**config.mk**
```make
export PLATFORM = sky130hd
export DESIGN_NAME = seq_stage_controller
export DESIGN_NICKNAME = d
export VERILOG_FILES = /design/src/rtl/seq_stage_controller.sv
export SDC_FILE = /design/constraint.sdc
export NUM_CORES = 1
export LEC_CHECK = 0
export ABC_CLOCK_PERIOD_IN_PS = 3300
export CORE_MARGIN = 4
export CORE_UTILIZATION = 30
export CTS_CLUSTER_SIZE = 25
export DETAILED_ROUTE_END_ITERATION = 10
export GPL_TIMING_DRIVEN = 0
export SLEW_MARGIN = 40
export SYNTH_ARGS = -nofsm -noshare
export SYNTH_HDL_FRONTEND = slang
export SYNTH_SLANG_ARGS = --single-unit
export TNS_END_PERCENT = 20
```
**constraint.sdc**
```tcl
create_clock -name clk -period 3.3 [get_ports clk]
set_input_delay 0.66 -clock clk [delete_from_list [all_inputs] [get_ports clk]]
set_output_delay 0.66 -clock clk [all_outputs]
set_load 0.01 [all_outputs]
```
**src/rtl/seq_stage_controller.sv**
```systemverilog
// seq_stage_controller: one-hot-by-state stage sequencer for the SEQ Y86-64 core.
// Define SEQ_CTRL_SINGLE_STEP_EN to add a step input and return to IDLE after each instruction.
module seq_stage_controller #(
    parameter int CNT_W       = 32,
    parameter int MEM_TIMEOUT = 15
) (
    input  logic             clk,
    input  logic             rst_n,
`ifdef SEQ_CTRL_SINGLE_STEP_EN
    input  logic             step,
`endif
    input  logic             start,
    input  logic [3:0]       Ins_Code,
    input  logic             instruction_invalid_check,
    input  logic             mem_invalid_check,
    input  logic             mem_ready,
    output logic             fetch_en,
    output logic             decode_en,
    output logic             execute_en,
    output logic             mem_req,
    output logic             wb_en,
    output logic             pc_en,
    output logic [2:0]       stat,
    output logic             halted,
    output logic [CNT_W-1:0] cycle_count,
    output logic [CNT_W-1:0] instr_count
);
    localparam int WW = $clog2(MEM_TIMEOUT + 1);
    localparam logic [2:0] AOK = 3'd1, HLT = 3'd2, ADR = 3'd3, INS = 3'd4;
    typedef enum logic [2:0] {IDLE, FETCH, DECODE, EXECUTE, MEMORY, WRITEBACK, PCUPD, HALT} state_t;
    state_t state, next;
    logic [2:0] stat_next;
    logic [WW-1:0] wait_cnt;
    logic retire, is_mem, go;
    state_t after_pc;
`ifdef SEQ_CTRL_SINGLE_STEP_EN
    assign go = start | step;
    assign after_pc = IDLE;
`else
    assign go = start;
    assign after_pc = FETCH;
`endif
    assign is_mem = Ins_Code inside {4'd4, 4'd5, 4'd8, 4'd9, 4'd10, 4'd11};
    always_comb begin
        next = state;
        stat_next = stat;
        retire = 1'b0;
        case (state)
            IDLE: next = go ? FETCH : IDLE;
            FETCH: begin
                if (mem_invalid_check) begin
                    next = HALT;
                    stat_next = ADR;
                end else if (instruction_invalid_check) begin
                    next = HALT;
                    stat_next = INS;
                end else if (Ins_Code == 4'd0) begin
                    next = HALT;
                    stat_next = HLT;
                    retire = 1'b1;
                end else begin
                    next = DECODE;
                end
            end
            DECODE: next = EXECUTE;
            EXECUTE: next = MEMORY;
            MEMORY: begin
                // A data-memory fault wins over a simultaneous ready so write-back never sees bad data
                if (!is_mem || (!mem_invalid_check && mem_ready)) begin
                    next = WRITEBACK;
                end else if (mem_invalid_check || wait_cnt == WW'(MEM_TIMEOUT - 1)) begin
                    next = HALT;
                    stat_next = ADR;
                end
            end
            WRITEBACK: next = PCUPD;
            PCUPD: begin
                next = after_pc;
                retire = 1'b1;
            end
            HALT: next = HALT;
            default: next = IDLE;
        endcase
    end
    always_ff @(posedge clk) begin
        if (!rst_n) begin
            state <= IDLE;
            stat <= AOK;
            wait_cnt <= '0;
            cycle_count <= '0;
            instr_count <= '0;
        end else begin
            state <= next;
            stat <= stat_next;
            wait_cnt <= (state == MEMORY) ? wait_cnt + 1'b1 : '0;
            if (state != IDLE && state != HALT && !(&cycle_count))
                cycle_count <= cycle_count + 1'b1;
            if (retire && !(&instr_count))
                instr_count <= instr_count + 1'b1;
        end
    end
    assign fetch_en = state == FETCH;
    assign decode_en = state == DECODE;
    assign execute_en = state == EXECUTE;
    assign mem_req = state == MEMORY && is_mem;
    assign wb_en = state == WRITEBACK;
    assign pc_en = state == PCUPD;
    assign halted = state == HALT;
endmodule
```
# ---- After elaboration in Yosys (flattened, before gate mapping)
# Cells that the tools add are included.
# W data, S select, Z words.
dict set report word_totals {
  ff_bits 74
  latch_bits 0
  ram_bits 0
  rom_bits 0
  elab_cells 64
  mem_count 0
}
dict set report classes {
  add_sub_neg 3
  n_mul 0
  div_mod_pow 0
  order_cmp 0
  n_eq_ne 19
  shifts 0
  n_mux 17
  bitwise_logic 0
  n_reduce_logical 20
}
# cell n
set op_table {}
lappend op_table {{$add A32 B1 Y32 const B} 2}
lappend op_table {{$reduce_and A32 Y1} 2}
lappend op_table {{$mux W3} 10}
lappend op_table {{$pmux W3 S8} 1}
lappend op_table {{$eq A4 B4 Y1 const B} 5}
lappend op_table {{$eq A3 B3 Y1 const B} 4}
lappend op_table {{$eq A4 B3 Y1 const B} 2}
lappend op_table {{$eq A3 B2 Y1 const B} 2}
lappend op_table {{$ne A3 B3 Y1 const B} 2}
lappend op_table {{$pmux W3 S2} 1}
lappend op_table {{$reduce_bool A6 Y1} 1}
lappend op_table {{$logic_and A1 B1 Y1} 5}
lappend op_table {{$add A4 B1 Y4 const B} 1}
lappend op_table {{$logic_not A1 Y1} 4}
lappend op_table {{$logic_not A4 Y1} 1}
lappend op_table {{$mux W1} 4}
lappend op_table {{$ne A2 B2 Y1 const B} 2}
lappend op_table {{$ne A4 B3 Y1 const B} 1}
lappend op_table {{$reduce_and A4 Y1} 1}
lappend op_table {{$eq A3 B1 Y1 const B} 1}
lappend op_table {{$logic_not A3 Y1} 1}
lappend op_table {{$reduce_bool A3 Y1} 1}
lappend op_table {{$logic_or A1 B1 Y1} 2}
lappend op_table {{$pmux W1 S2} 1}
lappend op_table {{other kinds (2)} 2}

# ---- Longest topological paths before layout
dict set report logic_depth {
  word_depth 6
  mapped_depth 8
  mapped_depth_nobuf 6
}

# ---- Worst setup path before layout
# Ideal clock, no wire load.
dict set report synth_timing {
  path_kind {in2reg}
  start {in Ins_Code[1]}
  end {reg instr_count[11]}
  arrival_ps 2051
  setup_slack_ps 1114
  cell_stages 7
  path_cell_list {nor4_1 a31o_2 o31ai_4 buf_4 clkbuf_8 o311ai_0 o41ai_1}
}
dict set report synth_via {
  elab_chain_len 6
}
# element line
set synth_rtl {}
lappend synth_rtl {{start: declaration} 13} ;# input logic [3:0] Ins_Code,
lappend synth_rtl {{$logic_not A4 Y1} 57} ;# end else if (Ins_Code == 4'd0) begin
lappend synth_rtl {{$mux W1} 57}
lappend synth_rtl {{$mux W1} 54} ;# end else if (instruction_invalid_check) begin
lappend synth_rtl {{$mux W1} 51} ;# if (mem_invalid_check) begin
lappend synth_rtl {{$pmux W1 S2} 48} ;# case (state)
lappend synth_rtl {{$logic_and A1 B1 Y1} 98} ;# if (retire && !(&instr_count))
lappend synth_rtl {{end signal: assignment} 99} ;# instr_count <= instr_count + 1'b1;
lappend synth_rtl {{end: declaration} 26} ;# output logic [CNT_W-1:0] instr_count
# No other way between the ends.
# A chain may end at the register's enable or synchronous reset.

# ---- Worst setup path after layout
dict set report layout_timing {
  start {in Ins_Code[2]}
  end {out mem_req}
}
dict set report layout_via {
  elab_chain_len 3
  word_cells_on_any_way 8
  classes_between {6 x eq/ne; 2 x reduce/logical}
}
# element line
set layout_rtl {}
lappend layout_rtl {{$eq A4 B3 Y1 / $eq A4 B4 Y1 (equally long branches)} 43} ;# assign is_mem = Ins_Code inside {4'd4, 4'd5, 4'd8, 4'd9, 4'd10, 4'd11};
lappend layout_rtl {{$reduce_bool A6 Y1 (*)} 43}
lappend layout_rtl {{$logic_and A1 B1 Y1 (*)} 105} ;# assign mem_req = state == MEMORY && is_mem;
lappend layout_rtl {{end: declaration} 20} ;# output logic mem_req,
# Every way passes the cells marked *; elsewhere a longest branch is shown, timed or not.

==> reports/results.tsv <==
stage	metric	value	unit
status	status	complete, no violations	
detailed_routing	antenna_left	0	
global_routing	grt_pass1_vias	3649	
detailed_routing	wl	11100	um
synth	synthArstFlopShare	0	
run	cap_violations	0	
die	start_util	0.313	
timing	skew	5.42	ps
global_routing	grt_overflow	0	
detailed_routing	drc_errors	0	
cts	post_cts_resize_count	0	
timing	setup_ws	531	ps
global_routing	grtUsageTotal	0.155	
setup_path	slowest_delay	530	ps
layout	syn_to_final_growth	34.1	%
setup_path	cp_max_fo	3	
cts	cts_hold_buf	0	
synth	synthFlopType	dfxtp_1	
worst_hold_path	min-delay-start	wait_cnt[0]$_SDFF_PN0_	
cts	htree_num_levels	3	
placement	pre_cts_ws	363	ps
timing	period_minus_slack	2770	ps
worst_hold_path	whs_path_depth	1	
timing	finalHoldViolCount	0	
layout	diodes	0	
setup_path	cp-end-kind	output port	
synth	syn_area	3820	um^2
cts	root_buffer	clkbuf_16	
synth	syn_nets	477	
timing	slew_violations	0	
layout	final_common_cell	clkdlybuf4s50_1	
setup_path	cp_slowest_cell	clkdlybuf4s50_1	
placement	gp_congestion	0.813	
cts	clk_pin_slew	50	ps
placement	io_buffers	83	
power	leakage	1.61	nW
setup_path	cp_cell_sequence	clkdlybuf4s50_1, nor3b_1, o21a_1, clkdlybuf4s50_1	
synth	ys_types	57	
cts	postCtsSetupBuffers	0	
timing	slew_headroom	0.536	
synth	synth_cells	463	
die	dieArea	14600	um^2
setup_path	crit_type	input pin to output port	
detailed_routing	drt-initial-drc-count	262	
setup_path	crit_top_cell	clkdlybuf4s50_1	
synth	seq_area_frac_synth	0.388	
power	ir_drop	0.000219	V
detailed_routing	vias	3873	
timing	setup_tns	0	ps
placement	dpl_cell_area	4860	um^2
die	fp.dieW	121	um
detailed_routing	routedWlPerCell	15.2	um
synth	synth_seq_cells	74	
die	die_y	121	um
layout	drive_above_1_share	0.0625	
timing	rsz0062_at_grt	no	
power	pwr_density_cell	410	nW/um^2
layout	nNetsFinal	571	
global_routing	grt_max_degree	11	
layout	final_area	5120	um^2
setup_path	r2r_start	cycle_count[5]$_SDFFE_PN0P_	
cts	worstSkewPairLatency	340	ps
setup_path	r2r_slack	810	ps
worst_hold_path	hold_path_end	wait_cnt[0]$_SDFF_PN0_	
cts	cts_buffer_depth	2	
synth	syn_avg_cell_area	8.24	um^2
setup_path	critPathArrivalTime	2110	ps
setup_path	cp.required	2640	ps
synth	yosys_warnings	0	
timing	fmax	0.361	GHz
cts	cts_made_buffers	9	
placement	dp_hpwl	7970	um
die	pin_count	84	
die	num_rows	40	
cts	cts_tree	done	
detailed_routing	vias_per_cell	5.32	
setup_path	r2r_end	cycle_count[23]$_SDFFE_PN0P_	
timing	finalCritPeriodShare	0.839	
worst_hold_path	hold_path.class	flop to flop	
synth	synth_edf_count	0	
timing	setup_viol	0	
die	core_area	12200	um^2
timing	hold_slack	471	ps
timing	tightest_slew	691	ps
cts	cts.sink_count	74	
setup_path	r2r_cells	6	
global_routing	grt_pass1_wl	18100	um
global_routing	antenna_found_initial	0	
setup_path	startpoint_type	input pin	
layout	most-common-layout-cells	clkdlybuf4s50_1, dfxtp_1, nand2_1, a21oi_1, o21ai_0	
detailed_routing	drt_first_pass_iters	5	
## synth_stat cells (2+ instances only)
library cell  instances  area share
ha_1                  4       0.013
o211ai_1              2      0.0039
dfxtp_1              74        0.39
inv_1                11       0.011
nand3_1              21       0.028
clkbuf_8              4       0.014
nor3_1               10       0.013
and4_1                4      0.0092
or4_1                 7       0.014
o31ai_1               7       0.014
o41ai_1               4      0.0092
nor3b_1               3      0.0059
o21a_1                3      0.0059
and3_1                6      0.0098
nor2b_1               2      0.0033
buf_4                 2      0.0039
nor2_1               23       0.023
and4_2                2      0.0052
nand4_1              18       0.029
o311ai_0              2      0.0046
o21ai_0              36       0.047
or3_1                32       0.052
xnor2_1               2      0.0046
clkbuf_1             14       0.014
xor2_1                6       0.014
a21oi_1              42       0.055
nor4_1               11       0.018
nand4b_1              2      0.0046
nand2_1              50       0.049
mux2i_1              12       0.031
and2_1                4      0.0066
a31o_2                2      0.0046
buf_2                 4      0.0052
a31oi_1               2      0.0033
nand2b_1             13       0.021
## worst max-delay path by stage
| stage | end | from | slack [ps] | depth (start not counted) |
|---|---|---|---|---|
| 4_1_cts | mem_req | Ins_Code[2] | 510 | 4 |
| 3_5_place_dp | instr_count[11]$_SDFFE_PN0P_ | Ins_Code[1] | 360 | 8 |
| 3_3_place_gp | instr_count[11]$_SDFFE_PN0P_ | Ins_Code[1] | 410 | 8 |
| 2_1_floorplan | instr_count[11]$_SDFFE_PN0P_ | Ins_Code[1] | 1110 | 7 |
| 6_report | mem_req | Ins_Code[2] | 530 | 4 |
| 5_1_grt | mem_req | Ins_Code[2] | 450 | 4 |
## critical path: cells and delay by family
kind / cells / cell delay, ps
compound gates: 1 / 160
buf+inv: 2 / 1020
simple gates: 1 / 260
## metrics by stage
| stage | utilization | power (mW) | instances |
|---|---|---|---|
| 2_1_floorplan | - | 1.12 | 463 |
| 3_3_place_gp | 0.398 | 1.23 | 714 |
| 3_5_place_dp | 0.398 | 1.24 | 714 |
| 4_1_cts | 0.419 | 2.13 | 728 |
| 5_1_grt | 0.419 | 2.19 | 728 |
| 6_report | 0.419 | 2.10 | 728 |
## registers in the layout, indices dropped and copies added (netlist names)
register / count
wait_cnt: 4
instr_count: 32
stat: 3
state: 3
cycle_count: 32
## kinds of logic (layout without fill, tap and decap cells)
kind of cell | Yosys count | after routing | share of synthesized area
buffers and inverters | 36 | 133 | 0.0511
XOR/XNOR | 8 | 8 | 0.0184
AND/OR/NAND/NOR | 220 | 220 | 0.328
multiplexers | 12 | 12 | 0.0315
adder cells (fa/ha/maj) | 4 | 4 | 0.0131
flip-flops | 74 | 74 | 0.388
AO/OA/AOI/OAI | 109 | 109 | 0.170
## final cells by class
type	instances	area, um^2
plain buffers	25	154
fillers	1264	7090
well taps	168	210
flip-flops and latches	74	1480
multi-input cells	353	2150
clock buffers	14	254
repair buffers	83	831
inverters	11	41.3
## per-layer routing
layer,track usage,wire length (um),share of wire,up-vias
li1,-,-,-,1906
met1,0.198,5050,0.46,1838
met2,0.248,5180,0.47,113
met3,0.0510,675,0.061,16
met4,0.0482,148,0.013,0
met5,0,0,0,-
## power by group
group	total, mW	leakage [nW]	internal, mW	switching [mW]
Clock	0.881	0.123	0.522	0.359
Combinational	0.275	0.889	0.123	0.152
Sequential	0.943	0.597	0.920	0.0226
Total	2.10	1.61	1.57	0.534
No activity file was read; power rests on OpenSTA's default activity.
